**src/rtl/mdu_seq.sv**
```systemverilog
// mdu_seq: multi-cycle multiply/divide sequencer that owns the HI/LO registers.
//
// It handles MULT, MULTU, DIV and DIVU. The multiplier is a radix-2 shift-add
// unit and the divider is a restoring divider. Both work on operand magnitudes
// and produce one bit per cycle. A final FIX cycle applies the sign correction
// and writes HI/LO. The block also services MTHI/MTLO writes while idle.
//
// Ports
//   clk       in   clock, rising edge
//   rst       in   asynchronous active-high reset
//   start     in   issue request, sampled only in IDLE
//   op        in   00 MULT, 01 MULTU, 10 DIV, 11 DIVU
//   opa/opb   in   rs / rt operand values
//   flush     in   abort the in-flight op; in IDLE it drops a same-cycle start
//   mthi/mtlo in   write HI/LO from wdata (IDLE only)
//   wdata     in   MTHI/MTLO data
//   busy      out  op in flight (state != IDLE)
//   done      out  one-cycle pulse, HI/LO just received a result
//   div_zero  out  valid with done: last divide had a zero divisor
//   hi/lo     out  HI/LO registers
//
// state | meaning
// IDLE  | waiting for start; accepts mthi/mtlo
// CALC  | one multiply/divide iteration per cycle, XLEN cycles
// FIX   | sign fixup, HI/LO write, done pulse
module mdu_seq #(
    parameter int XLEN = 32
) (
    input  logic            clk,
    input  logic            rst,
    input  logic            start,
    input  logic [1:0]      op,
    input  logic [XLEN-1:0] opa,
    input  logic [XLEN-1:0] opb,
    input  logic            flush,
    input  logic            mthi,
    input  logic            mtlo,
    input  logic [XLEN-1:0] wdata,
    output logic            busy,
    output logic            done,
    output logic            div_zero,
    output logic [XLEN-1:0] hi,
    output logic [XLEN-1:0] lo
);

    localparam int CW = $clog2(XLEN);
    localparam logic [CW-1:0] CNT_LAST = CW'(XLEN - 1);

    localparam logic [1:0] S_IDLE = 2'd0;
    localparam logic [1:0] S_CALC = 2'd1;
    localparam logic [1:0] S_FIX  = 2'd2;

    logic [1:0]      state_q,    state_d;
    logic [CW-1:0]   cnt_q,      cnt_d;
    logic            is_div_q,   is_div_d;
    logic            neg_q,      neg_d;       // negate product / quotient
    logic            neg_rem_q,  neg_rem_d;   // remainder takes sign of dividend
    logic            dz_q,       dz_d;        // current op is a divide by zero
    logic [XLEN-1:0] acc_q,      acc_d;       // product high half / partial remainder
    logic [XLEN-1:0] qr_q,       qr_d;        // multiplier -> product low / dividend -> quotient
    logic [XLEN-1:0] dvs_q,      dvs_d;       // multiplicand / divisor magnitude
    logic [XLEN-1:0] hi_q,       hi_d;
    logic [XLEN-1:0] lo_q,       lo_d;
    logic            done_q,     done_d;
    logic            div_zero_q, div_zero_d;

    logic            a_neg, b_neg;
    logic [XLEN-1:0] a_mag, b_mag;
    logic [XLEN:0]   mul_sum;
    logic [XLEN:0]   div_shift;
    logic [XLEN:0]   div_diff;
    logic [2*XLEN-1:0] prod;
    logic [2*XLEN-1:0] prod_fix;
    logic [XLEN-1:0] quo_fix;
    logic [XLEN-1:0] rem_fix;

    // op[0] set means unsigned, so only signed ops take magnitudes
    assign a_neg = !op[0] && opa[XLEN-1];
    assign b_neg = !op[0] && opb[XLEN-1];
    assign a_mag = a_neg ? -opa : opa;
    assign b_mag = b_neg ? -opb : opb;

    // Shift-add: add multiplicand when the current multiplier bit is set, then
    // shift the whole {carry, acc, qr} right by one. Product bits enter qr from the top.
    assign mul_sum = {1'b0, acc_q} + (qr_q[0] ? {1'b0, dvs_q} : '0);

    // Restoring divide: bring the next dividend bit into the remainder and try
    // to subtract. The remainder is always below the divisor, so XLEN+1 bits
    // are enough to hold the shifted value.
    assign div_shift = {acc_q, qr_q[XLEN-1]};
    assign div_diff  = div_shift - {1'b0, dvs_q};

    assign prod     = {acc_q, qr_q};
    assign prod_fix = neg_q ? -prod : prod;
    assign quo_fix  = neg_q ? -qr_q : qr_q;
    assign rem_fix  = neg_rem_q ? -acc_q : acc_q;

    always_comb begin
        state_d    = state_q;
        cnt_d      = cnt_q;
        is_div_d   = is_div_q;
        neg_d      = neg_q;
        neg_rem_d  = neg_rem_q;
        dz_d       = dz_q;
        acc_d      = acc_q;
        qr_d       = qr_q;
        dvs_d      = dvs_q;
        hi_d       = hi_q;
        lo_d       = lo_q;
        done_d     = 1'b0;
        div_zero_d = div_zero_q;

        case (state_q)
            S_IDLE: begin
                if (mthi) hi_d = wdata;
                if (mtlo) lo_d = wdata;
                if (start && !flush) begin
                    div_zero_d = 1'b0;
                    cnt_d      = '0;
                    is_div_d   = op[1];
                    neg_d      = a_neg ^ b_neg;
                    neg_rem_d  = a_neg;
                    dz_d       = 1'b0;
                    if (op[1] && (opb == '0)) begin
                        // Zero divisor skips iteration: HI gets the raw dividend,
                        // LO all ones, and no sign correction is applied.
                        dz_d      = 1'b1;
                        neg_d     = 1'b0;
                        neg_rem_d = 1'b0;
                        acc_d     = opa;
                        qr_d      = '1;
                        dvs_d     = '0;
                        state_d   = S_FIX;
                    end else if (op[1]) begin
                        acc_d   = '0;
                        qr_d    = a_mag;
                        dvs_d   = b_mag;
                        state_d = S_CALC;
                    end else begin
                        acc_d   = '0;
                        qr_d    = b_mag;
                        dvs_d   = a_mag;
                        state_d = S_CALC;
                    end
                end
            end

            S_CALC: begin
                if (flush) begin
                    state_d = S_IDLE;
                end else begin
                    if (is_div_q) begin
                        if (!div_diff[XLEN]) begin
                            acc_d = div_diff[XLEN-1:0];
                            qr_d  = {qr_q[XLEN-2:0], 1'b1};
                        end else begin
                            acc_d = div_shift[XLEN-1:0];
                            qr_d  = {qr_q[XLEN-2:0], 1'b0};
                        end
                    end else begin
                        acc_d = mul_sum[XLEN:1];
                        qr_d  = {mul_sum[0], qr_q[XLEN-1:1]};
                    end
                    cnt_d = cnt_q + CW'(1);
                    if (cnt_q == CNT_LAST) state_d = S_FIX;
                end
            end

            S_FIX: begin
                state_d = S_IDLE;
                if (!flush) begin
                    done_d     = 1'b1;
                    div_zero_d = dz_q;
                    if (is_div_q) begin
                        hi_d = rem_fix;
                        lo_d = quo_fix;
                    end else begin
                        hi_d = prod_fix[2*XLEN-1:XLEN];
                        lo_d = prod_fix[XLEN-1:0];
                    end
                end
            end

            default: state_d = S_IDLE;
        endcase
    end

    always_ff @(posedge clk or posedge rst) begin
        if (rst) begin
            state_q    <= S_IDLE;
            cnt_q      <= '0;
            is_div_q   <= 1'b0;
            neg_q      <= 1'b0;
            neg_rem_q  <= 1'b0;
            dz_q       <= 1'b0;
            acc_q      <= '0;
            qr_q       <= '0;
            dvs_q      <= '0;
            hi_q       <= '0;
            lo_q       <= '0;
            done_q     <= 1'b0;
            div_zero_q <= 1'b0;
        end else begin
            state_q    <= state_d;
            cnt_q      <= cnt_d;
            is_div_q   <= is_div_d;
            neg_q      <= neg_d;
            neg_rem_q  <= neg_rem_d;
            dz_q       <= dz_d;
            acc_q      <= acc_d;
            qr_q       <= qr_d;
            dvs_q      <= dvs_d;
            hi_q       <= hi_d;
            lo_q       <= lo_d;
            done_q     <= done_d;
            div_zero_q <= div_zero_d;
        end
    end

    assign busy     = (state_q != S_IDLE);
    assign done     = done_q;
    assign div_zero = div_zero_q;
    assign hi       = hi_q;
    assign lo       = lo_q;

endmodule

```
**config.mk**
```make
export PLATFORM = sky130hd
export DESIGN_NAME = mdu_seq
export DESIGN_NICKNAME = d
export VERILOG_FILES = /design/src/rtl/mdu_seq.sv
export SDC_FILE = /design/constraint.sdc
export NUM_CORES = 1
export LEC_CHECK = 0
export BUFFER_PORTS_ARGS = -buffer_cell sky130_fd_sc_hd__buf_4
export CORE_MARGIN = 2
export CORE_UTILIZATION = 25
export CTS_BUF_LIST = sky130_fd_sc_hd__clkbuf_8
export DETAILED_ROUTE_END_ITERATION = 12
export GPL_TIMING_DRIVEN = 0
export SKIP_LAST_GASP = 1
export SYNTH_ARGS = -nofsm -noshare
export SYNTH_HDL_FRONTEND = slang
export SYNTH_SLANG_ARGS = --single-unit
```
**constraint.sdc**
```tcl
create_clock -name clk -period 5.34 [get_ports clk]
set_input_delay 0 -clock clk [delete_from_list [all_inputs] [get_ports clk]]
set_output_delay 0 -clock clk [all_outputs]
set_load 0.01 [all_outputs]
```
## Yosys cells after proc, flatten, opt, wreduce, memory -nomap -nowiden

Cells that the tools add are included.
W data, S select, Z words.

- Flip-flop bits (word level): 173
- Bits in latches: 0
- Bits in writable memories: 0
- Bits in read-only memories: 0
- Memories kept: 0

- $add $sub $neg: 8
- Multiply operators: 0
- Divide/modulo/power cells: 0
- Magnitude comparators: 0
- Eq/ne operators: 9
- Shifts and indexed selects: 0
- Multiplexer cells: 45
- Bitwise logic cells: 1
- Reduce and logical (&&, ||, !) cells: 17

Operators by type and width:

| cell | number |
|---|---|
| $mux W32 | 23 |
| $pmux W32 S2 | 4 |
| $neg A32 Y32 | 4 |
| $mux W64 | 1 |
| $neg A64 Y64 | 1 |
| $add A32 B32 Y33 | 1 |
| $sub A33 B32 Y33 | 1 |
| $logic_not A32 Y1 | 1 |
| $reduce_and A3 Y1 | 4 |
| $mux W5 | 2 |
| $ne A2 B2 Y1 const B | 5 |
| $pmux W5 S2 | 1 |
| $mux W1 | 8 |
| $mux W2 | 4 |
| $reduce_bool A2 Y1 | 3 |
| $add A5 B1 Y5 const B | 1 |
| $eq A5 B5 Y1 const B | 1 |
| $logic_and A1 B1 Y1 | 4 |
| $pmux W2 S2 | 1 |
| $reduce_and A2 Y1 | 2 |
| $ne A3 B3 Y1 const B | 1 |
| $eq A2 B1 Y1 const B | 1 |
| $eq A2 B2 Y1 const B | 1 |
| $logic_not A1 Y1 | 2 |
| 3 further kinds | 3 |

## Depth between registers and ports, before layout

- Depth after elaboration: 7
- Mapped depth: 15

## Least setup slack after synthesis

Ideal clock, no wire load.

- Path type: reg-to-reg
- Start point: reg qr_q[31]
- End point: reg acc_q[0]
- Library setup time: 0.130 ns
- Data arrival time: 3.304 ns
- Data required time: 5.210 ns
- Slack: 1.907 ns
- Stages on the path, launching flop included: 15
- Buffers on the path: 2
- Period minus slack after synthesis: 3.433 ns
- Path through: dfrtp_1 inv_1 ha_1 fa_1 nand2b_1 a21o_1 a211oi_1 o2111ai_1 a21oi_1 o2111ai_2 and3_1 buf_2 buf_2 a211oi_1 o21ai_0

- Longest elaborated chain between the ends: 5

RTL lines:

| item | RTL line | text |
|---|---|---|
| start: declaration | 60 | `logic [XLEN-1:0] qr_q, qr_d;` |
| start signal: assignment | 211 | `qr_q <= qr_d;` |
| $sub A33 B32 Y33 | 91 | `assign div_diff = div_shift - {1'b0, dvs_q};` |
| $mux W32 (*) | 153 | `if (!div_diff[XLEN]) begin` |
| $mux W32 (*) | 152 | `if (is_div_q) begin` |
| $mux W32 (*) | 149 | `if (flush) begin` |
| $pmux W32 S2 (*) | 113 | `case (state_q)` |
| end signal: assignment | 196 | `acc_q <= '0;` |
| end signal: assignment | 210 | `acc_q <= acc_d;` |
| end: declaration | 59 | `logic [XLEN-1:0] acc_q, acc_d;` |

Every way passes the cells marked *; elsewhere a longest branch is shown, timed or not. The select of a mux whose other input is x is not followed.
A chain may end at the register's enable or synchronous reset.

## Final worst setup path

- Start point: reg acc_q[0]
- End point: reg acc_q[20]

- Longest elaborated chain between the ends: 5
- Elaborated cells on any way between the ends: 6

RTL lines:

| item | RTL line |
|---|---|
| $sub A33 B32 Y33 | 91 |
| $mux W32 | 153 |
| $mux W32 (*) | 152 |
| $mux W32 (*) | 149 |
| $pmux W32 S2 (*) | 113 |

Marks and branches as above.

==> qor.csv <==
metric;value;unit
synth_cell_type_count;78;
synth-simple-area-share;20.8;%
dr.max_layer_used;met5;
synth_top_area_share;28.1;%
dr_wl_met2;28800;um
ant_nets;0;
regArea;4330;um^2
clock_latency;540;ps
pwr-share-seq;27.8;%
ys_ff_latch;173;
relSlewSlack;27.5;%
final_common_cell;nand2_1;
synth_top_cell_by_area;dfrtp_1;
clkPwrFrac;13.8;%
tightest_slew;1080;ps
route.layer.met1.wl;29800;um
synth_xor_area_share;10.1;%
ys_seq_area_share;28.1;%
dp_hpwl;54400;um
rsz0062_at_grt;no;
antenna_found_initial;2;
post_cts_buffers;0;
drive_gt1_share;11.2;%
initial_core_util;25.4;%
max-vdd-ir-drop;189;uV
post-route-util;31.3;%
vias_per_cell;5.49;
track_usage;21.2;%
cts_buffers;17;
power_switching;3.81;mW
rows;90;
cts.sinks;173;
synth_enable_flop_cells;0;
worst-endpoint-required;5790;ps
p_int;3.68;mW
wirelength;69000;um
pin_count;171;
period_minus_slack;5010;ps
setup_viol;0;
power_density;394;nW/um^2
ys.flop_type;dfrtp_1;
fill_cells;6510;
cts_tree;done;
drc;0;
synth_top_family_by_area;compound AO/OA/AOI/OAI gates;
multiInputGateArea;10300;um^2
die_w;252;um
min_path_type;in -> reg;
grt_pass1_vias;15700;
power_leakage;7.97;nW
dieArea;63600;um^2
synthTopCellsByArea;dfrtp_1 28%, nand2_1 7.3%, o21ai_0 6.7%;
clk_path_buf_depth;2;
hold_viol_final;0;
grt_max_degree;116;
antenna_cells;0;
synth_fa_ha_area_share;5.95;%
fmax;200;MHz
die_h;252;um
path_class;reg -> reg;
gp_routability_congestion;1.06;
grt_pass1_wl;101000;um
cts_root_buf;clkbuf_8;
area_growth;23.3;%
arrival;5470;ps
slew_viol_final;0;
power;7.49;mW
core;60600;um^2
globalRouteOverflowTotal;0;
layout_common_cells;298 x nand2_1, 207 x o21ai_0, 182 x a21oi_1;
period_share;93.8;%
synth_nets;2202;
endpoint_kind;register;
path_cells;inv_1 > fa_1 > nand2b_1 > a21o_1 > a211oi_1 > o2111ai_1 > a21oi_1 > or3_1 > buf_4 > and3_1 > buf_2 > clkbuf_1 > a31oi_1 > a21oi_1;
dr.pass1.iters;6;
sw_frac_of_total;50.9;%
syn_area;15400;um^2
path_common_cell;a21oi_1;
port_buffers;168;
start_kind;register;
crit_path_max_fanout;10;
syn_area_per_cell;7.60;um^2
wl_per_cell;22.3;um
yosysWarningCount;0;
fin_nets;2481;
synth_compound_area_share;25.7;%
path_clk_slew;110;ps
critPathMaxStageDelay;660;ps
cp_slowest_cell;clkbuf_1;
finClkSkew;24.6;ps
postSynth.asyncResetShare;100;%
maxCapViolCount;0;
cts_max_level;4;
pwr-share-comb;58.4;%
synth.area.mux_share;4.31;%
postSynthCellCount;2026;
status;finished clean;
wl_met3;6670;um
vias;17000;
drtIter0Drc;1943;
==> state kept, by name, indices dropped and copies added (netlist names) <==
name / cells
hi: 32
neg_rem_q: 1
state_q: 2
dvs_q: 32
lo: 32
qr_q: 32
acc_q: 32
cnt_q: 5
done: 1
is_div_q: 1
div_zero: 1
neg_q: 1
dz_q: 1
==> worst max-delay path, delay by kind of cell (launching register included) <==
family | cells | cell delay (ps)
DFF | 1 | 590
AOI/OAI and AO/OA | 6 | 1950
buffers and inverters | 4 | 1340
and+or+nand+nor | 3 | 530
adders and majority gates | 1 | 500
==> cell usage after synthesis, types with 15 or more instances <==
master / number
inv_1: 70
xnor2_1: 96
nand2_1: 298
clkbuf_1: 99
a21o_1: 20
o21ai_0: 207
nor2b_1: 15
o22ai_1: 16
nor4_1: 16
xor2_1: 81
dfrtp_1: 173
ha_1: 70
mux2i_1: 45
mux2_2: 19
nand2b_1: 17
a21oi_1: 182
a211oi_1: 23
o31ai_1: 31
a31oi_1: 32
nor2_1: 170
nor3_1: 34
and2_1: 15
nand3_1: 44
buf_1: 16
==> per-layer routing <==
metal | GRT usage (%) | vias up
met5 | 0 | -
met3 | 4.16 | 153
met1 | 29.3 | 8062
li1 | - | 7809
met2 | 31.5 | 994
met4 | 10.1 | 2
==> area by class of cell <==
class / count / area share (%)
Buffer: 127 / 2.68
Clock buffer: 18 / 1.30
Clock inverter: 14 / 0.771
Inverter: 71 / 1.44
Multi-Input combinational cell: 1655 / 54.3
Sequential cell: 173 / 22.8
Tap cell: 782 / 5.15
Timing Repair Buffer: 260 / 11.6
==> timing repair <==
| item | CTS | global route |
|---|---|---|
| hold endpoints to repair | 159 | 0 |
| resized for setup | 0 | 0 |
| setup endpoints to repair | 0 | 0 |
| hold buffers | 91 | 0 |
==> worst paths after layout <==
kind	end	slack, ps	cells after the start	startpoint
worst max-delay path	acc_q[20]$_DFFE_PP0P_	330	14	acc_q[0]$_DFFE_PP0P_
worst min-delay path	lo[12]$_DFFE_PP0P_	20	4	wdata[12]
worst max register to register	acc_q[20]$_DFFE_PP0P_	330	14	acc_q[0]$_DFFE_PP0P_
worst min register to register	cnt_q[4]$_DFFE_PP0P_	490	2	cnt_q[4]$_DFFE_PP0P_
max in group asynchronous	acc_q[24]$_DFFE_PP0P_	4330	4	rst
min in group asynchronous	lo[0]$_DFFE_PP0P_	30	3	rst
==> through the flow <==
step                      setup TNS [ps]  cells  hold slack, ps  instance area, um^2  setup WS [ps]
after floorplan                        0   2026            96.2                15400            652
after global placement           -312460   2976             307                17600          -1830
after detailed placement               0   2977            49.5                17700            596
after CTS                              0   3100            1.63                19000            563
after global routing                   0   3100            40.8                19000            131
final                                  0   3100            16.7                19000            329
==> logic make-up after synthesis <==
logic type / Yosys count
flops: 173
mux: 64
xor+xnor: 177
buf+inv: 198
compound gates: 645
fa+ha+maj: 72
simple gates: 697
==> power groups by stage <==
stage                     clock, mW  combinational, mW  sequential (mW)
after global routing           1.07               4.73             2.11
after CTS                      1.02               4.27             2.05
final                          1.03               4.38             2.08
after floorplan                   0               2.89             1.92
after global placement            0               4.18             2.08
after detailed placement          0               4.19             2.08
Power figures use the tool's default switching activity.
